**config.mk**
```make
export PLATFORM = sky130hd
export DESIGN_NAME = cpu_run_ctrl
export DESIGN_NICKNAME = d
export VERILOG_FILES = /design/src/rtl/cpu_run_ctrl.sv
export SDC_FILE = /design/constraint.sdc
export NUM_CORES = 1
export LEC_CHECK = 0
export ABC_AREA = 1
export BUFFER_PORTS_ARGS = -buffer_cell sky130_fd_sc_hd__buf_2
export CAP_MARGIN = 5
export CORE_MARGIN = 2
export CORE_UTILIZATION = 32
export DETAILED_ROUTE_END_ITERATION = 16
export HOLD_SLACK_MARGIN = 0.08
export PLACE_DENSITY = 0.55
export REMOVE_ABC_BUFFERS = 1
export SETUP_SLACK_MARGIN = 0.15
export SYNTH_ARGS = -nofsm -noshare
export SYNTH_HDL_FRONTEND = slang
export SYNTH_SLANG_ARGS = --single-unit
```
**constraint.sdc**
```tcl
create_clock -name clk -period 1.8 [get_ports clk]
set_input_delay 0.36 -clock clk [delete_from_list [all_inputs] [get_ports clk]]
set_output_delay 0.36 -clock clk [all_outputs]
set_load 0.005 [all_outputs]
```
**src/rtl/cpu_run_ctrl.sv**
```systemverilog
// Run/step/halt sequencer for the single-cycle MIPS core: generates the
// architectural update enable, decodes halt/display syscalls, keeps statistics.
module cpu_run_ctrl #(
    parameter logic [31:0] HALT_CODE = 32'd10,
    parameter logic [31:0] SHOW_CODE = 32'd34,
    parameter int          CNT_W     = 16
) (
    input  logic             clk,
    input  logic             rst,
    input  logic             go,
    input  logic             step_mode,
    input  logic             syscall,
    input  logic [31:0]      v0,
    input  logic [31:0]      a0,
    input  logic             is_jump,
    input  logic             is_branch,
    input  logic             branch_taken,
    output logic             cpu_en,
    output logic             halted,
    output logic [31:0]      total_cycle,
    output logic [CNT_W-1:0] unconditional,
    output logic [CNT_W-1:0] conditional,
    output logic [CNT_W-1:0] conditionalsucces,
    output logic [31:0]      syscall_out
);

    typedef enum logic [1:0] {
        IDLE = 2'd0,
        RUN  = 2'd1,
        STEP = 2'd2,
        HALT = 2'd3
    } state_t;

    state_t state, state_nx;
    logic   go_q;
    logic   go_rise;
    logic   hc;
    logic   show;
    logic   fire;

    assign go_rise = go & ~go_q;
    assign hc      = syscall & (v0 == HALT_CODE);
    assign show    = syscall & (v0 == SHOW_CODE);
    // The halting syscall never retires, so the PC stays parked on it.
    assign cpu_en  = fire & ~hc;

    always_comb begin
        state_nx = state;
        fire     = 1'b0;
        case (state)
            IDLE: begin
                if (go_rise) state_nx = step_mode ? STEP : RUN;
            end
            RUN: begin
                fire = 1'b1;
                if (hc)             state_nx = HALT;
                else if (step_mode) state_nx = STEP;
            end
            STEP: begin
                fire = go_rise & step_mode;
                if (go_rise & ~step_mode) state_nx = RUN;
                else if (fire & hc)       state_nx = HALT;
            end
            HALT: state_nx = HALT;
            default: state_nx = IDLE;
        endcase
    end

    always_ff @(posedge clk) begin
        if (!rst) begin
            state  <= IDLE;
            go_q   <= 1'b1;
            halted <= 1'b0;
        end else begin
            state  <= state_nx;
            go_q   <= go;
            halted <= (state_nx == HALT);
        end
    end

    always_ff @(posedge clk) begin
        if (!rst) begin
            total_cycle       <= '0;
            unconditional     <= '0;
            conditional       <= '0;
            conditionalsucces <= '0;
            syscall_out       <= '0;
        end else if (cpu_en) begin
            total_cycle <= total_cycle + 32'd1;
            if (is_jump)                  unconditional     <= unconditional + 1'b1;
            if (is_branch)                conditional       <= conditional + 1'b1;
            if (is_branch & branch_taken) conditionalsucces <= conditionalsucces + 1'b1;
            if (show)                     syscall_out       <= a0;
        end
    end

endmodule

```
Word-level counts from Yosys, hierarchy flattened
Cells that the tools add are included.

Output and inout bits: 114. Word-level logic and storage cells: 42. Flip-flop bits (word level): 116. Input port bits: 72.

Reduce and logical (&&, ||, !) cells: 5. Add/sub/neg operators: 4. Bitwise operators: 11. Multiplexer cells: 8. Equal/unequal tests: 6.

Operator list (number): 16-bit by 1-bit adder with 16-bit output (second input constant) (3); 32-bit by 1-bit adder with 32-bit output (second input constant) (1); 32-bit by 4-bit == test with 1-bit output (second input constant) (1); 32-bit by 6-bit == test with 1-bit output (second input constant) (1); 2-bit two-way mux (6); 1-bit bitwise AND (8); 2-bit one-hot mux with 4 select lines (1); 2-bit AND reduction (4); 2-bit == test (second input constant) (3); 1-bit NOT (3); 2-bit by 1-bit == test with 1-bit output (second input constant) (1); 2-bit zero test (1); 1-bit one-hot mux with 2 select lines (1).

Depth between registers and ports, before layout
Depth after elaboration: 8. Mapped depth: 14.

Worst setup path before layout
Ideal clock, no wire load.

Kind: flip-flop to output port. From: reg state[0]. To: out cpu_en. Cell stages (with the launch flop): 9. Data arrival time: 1.471 ns. Buffers on the path: 3. Data required time: 1.440 ns. Setup slack: -0.031 ns. Cells stage by stage: dfxtp_1 inv_1 ha_1 a21boi_2 nand2_2 buf_4 inv_4 buf_4 buf_4.

Cells in the longest elaborated chain, start to end: 3. Elaborated cells on any way between the ends: 4.

Ends and longest elaborated chain: from (decl) (RTL line 34) `state_t state, state_nx;`; from (signal assigned) (RTL line 75) `state <= state_nx;`; 2-bit == test / 2-bit by 1-bit == test with 1-bit output (equally long branches) (RTL line 50) `case (state)`; 1-bit one-hot mux with 2 select lines (*) (RTL line 50); 1-bit bitwise AND (*) (RTL line 45) `assign cpu_en = fire & ~hc;`; to (decl) (RTL line 18) `output logic cpu_en,`.

Mark *: on every way between the ends. The rest lies on a longest branch, timed or not.

Final worst setup path
From: reg state[1]. To: out cpu_en.

Same word-level chain as after synthesis.

==> flow_summary.toml <==
[yosys]
netlist.area_leader.share_pct = 37.0
avgSynthCellArea_um2 = 6.48
syn_area_um2 = 6280
yosysWarnings = 0
synthCells = 969
synth_top_area_cell = "dfxtp_1"
synth_area_leaders = "dfxtp_1 37%, nand2_1 17%, nor2_1 8.7%"
synth-seq-cells = 116
yosysUniqueCellTypes = 30
ys_seq_area_share_pct = 37.0

[route]
vias = 6827
drcViolationCount = 0
avgRoutedWirePerCell_um = 12.9
wl_met2_um = 9140
ant_nets = 0
highest_layer = "met4"
drt_iter0_markers = 347
dr.pass1.iters = 7
totalWireLength_um = 19300
drt-met1-wl_um = 8860
vias_per_cell = 4.57
dr_wl_met3_um = 961

[floorplan]
die-height_um = 144
die_x_um = 144
initial_core_util_pct = 32.5
io-pin-count = 186
row_count = 51
die-area_um2 = 20800
core-area_um2 = 19300

[layout]
final.fill_count = 1976
diodes = 0
area_growth_pct = 51.7
final_util_pct = 49.3
final_nets = 1297
drive_gt1_share_pct = 36.3

[worst_setup_path]
critPathCaptureType = "output pin"
required_ns = 1.44
crit_path_start = "state[1]"
worstSetupPathType = "flop to output pin"
r2r-end = "conditionalsucces[10]"
cp_top_family = "flip-flops"
crit_path_max_fanout = 3
start_kind = "flop"
slowest_delay_ns = 0.38
ff2ff_path_depth = 10
cp.depth = 6
crit_slowest_cell = "dfxtp_4"
cp.arrival_ns = 1.54
worstSetupEndpoint = "cpu_en"
crit_chain = "inv_4, ha_4, a21boi_4, nand2_4, inv_4, buf_6"
crit_path_frequent_cell = "inv_4"
critPathBufInv = 3
rr_startpoint = "state[1]"
r2r_slack_ns = -0.05

[placed_design]
place_hpwl_um = 13200
gp_congestion = 0.882
place_ws_ns = -0.148
numPortBuffers = 185

[clock_network]
cts_max_level = 4
cts.sinks = 116
numCtsBuffers = 17
clock-root-buffer = "clkbuf_16"
clk_pin_slew_ns = 0.06
insertion_delay_ns = 0.42
hold_buffers = 0
tritoncts = "done"
clock_path_buffers = 2

[pwr]
ir_drop_v = 0.000642
p_leak_uw = 0.00439
total_power_uw = 7430
power.density_nw_per_um2 = 780

[global_routing]
gr-total-overflow = 0
grt_max_degree = 51
grt_pass1_wl_um = 30000
grt.total_usage_pct = 18.0
grt_pass1_vias = 6221
antenna_found_initial = 0

[run_status]
violations = "setup timing"
outcome = "complete, but fails checks"

[run]
maxCapViolCount = 0

[sta]
hold_viol = 0
setup_ws_ns = -0.0951
max_freq_mhz = 528
setup_viol = 39
rsz0062_at_grt = "yes"
maxSlewViolCount = 0
whs_ns = 0.166
final.setup_skew_ns = 0.0113
tns_ns = -1.09
tightest_slew_ns = 0.372
finalCritPeriodShare_pct = 105
slew-limit-headroom_pct = 75.2
period_needed_ns = 1.90

[min_path]
timing.hold.worst.start = "a0[13]"
hp-class = "input pin to flop"
-- flip-flops by register name, summed over array words and instances (netlist names) --
register and cells:
halted 1, conditionalsucces 16, syscall_out 32, unconditional 16, total_cycle 32, go_q 1
conditional 16, state 2
-- Yosys cell counts (all sizes together) --
| cell | number |
|---|---|
| clkbuf | 13 |
| nand3 | 49 |
| nand3b | 5 |
| buf | 22 |
| nor2 | 150 |
| xor2 | 41 |
| nand4 | 14 |
| or2 | 1 |
| ha | 8 |
| nand2 | 293 |
| and3 | 2 |
| nor4 | 1 |
| nor3b | 4 |
| nor3 | 36 |
| o211ai | 1 |
| o21ai | 19 |
| a21oi | 73 |
| a21boi | 1 |
| dfxtp | 116 |
| and2 | 1 |
| xnor2 | 14 |
| inv | 105 |
-- routing by layer --
layer | track usage (%) | vias to the layer above
met4 | 5.68 | 0
met2 | 29.3 | 167
met5 | 0 | -
li1 | - | 3535
met3 | 3.61 | 22
met1 | 23.9 | 3103
-- layout make-up --
type	instances	area, µm²	share of cell area, %
well taps	265	332	3.48
clock inverters	9	125	1.31
clock buffers	23	488	5.12
repair buffers	264	1770	18.5
inverters	105	410	4.31
flip-flops and latches	116	2330	24.5
multi-input cells	713	4070	42.7
-- report_power, final --
group          total (µW)  switching (µW)  internal (µW)
Combinational        1230             653            572
Clock                3550            1230           2310
Sequential           2660            36.6           2620
-- cell families after synthesis --
kind of cell / share of synthesized area (%)
AO/OA/AOI/OAI: 7.63
XOR/XNOR: 7.67
adder cells (fa/ha/maj): 1.59
buffers and inverters: 9.42
AND/OR/NAND/NOR: 36.7
flip-flops: 37.0
-- layout by cell type, fill, tap and decap left out, types with 4 or more instances in the layout --
master and instances:
nand2_1 259, buf_2 185, nor2_1 133, dfxtp_1 108, inv_1 96, buf_4 52, xor2_1 41, a21oi_1 37
a21oi_2 36, nand3_1 33, nor3_1 25, clkbuf_16 20, nand2_4 19, nand2_2 15, nand4_1 14, xnor2_1 14
o21ai_2 13, buf_6 12, nand3_4 11, nor2_2 10, nor3_2 8, nor2_4 7, buf_12 7, dfxtp_2 7
nand3_2 5, nand3b_1 5, ha_1 5, inv_2 4, clkinv_2 4, clkbuf_8 4
-- tightest hold or removal path, delay by kind of cell --
kind / cells / cell delay [ns]
buffers and inverters: 1 / 0.07
AND/OR/NAND/NOR: 2 / 0.11
-- per-stage QoR --
step	cells	cell area, µm²
5_1_grt	1495	9530
2_1_floorplan	934	6090
3_3_place_gp	1443	7860
3_5_place_dp	1443	7860
6_report	1495	9530
4_1_cts	1488	8750
-- worst min-delay path by stage --
stage                     cells after the start  slack, ns               to
after global placement                        2       0.46  conditional[14]
after floorplan                               1       0.47             go_q
after detailed placement                      2       0.47  conditional[14]
after CTS                                     3       0.15   syscall_out[7]
final                                         3       0.17  syscall_out[13]
after global routing                          3       0.15   syscall_out[7]
-- what timing repair did --
| item | 4_1_cts | 5_1_grt |
|---|---|---|
| setup buffers | 11 | 4 |
| setup endpoints to repair | 99 | 111 |
| pin swaps | 6 | 48 |
| resized for setup | 35 | 186 |
| gates cloned | 2 | 3 |
Note: power is estimated with default switching activity, not from simulation.
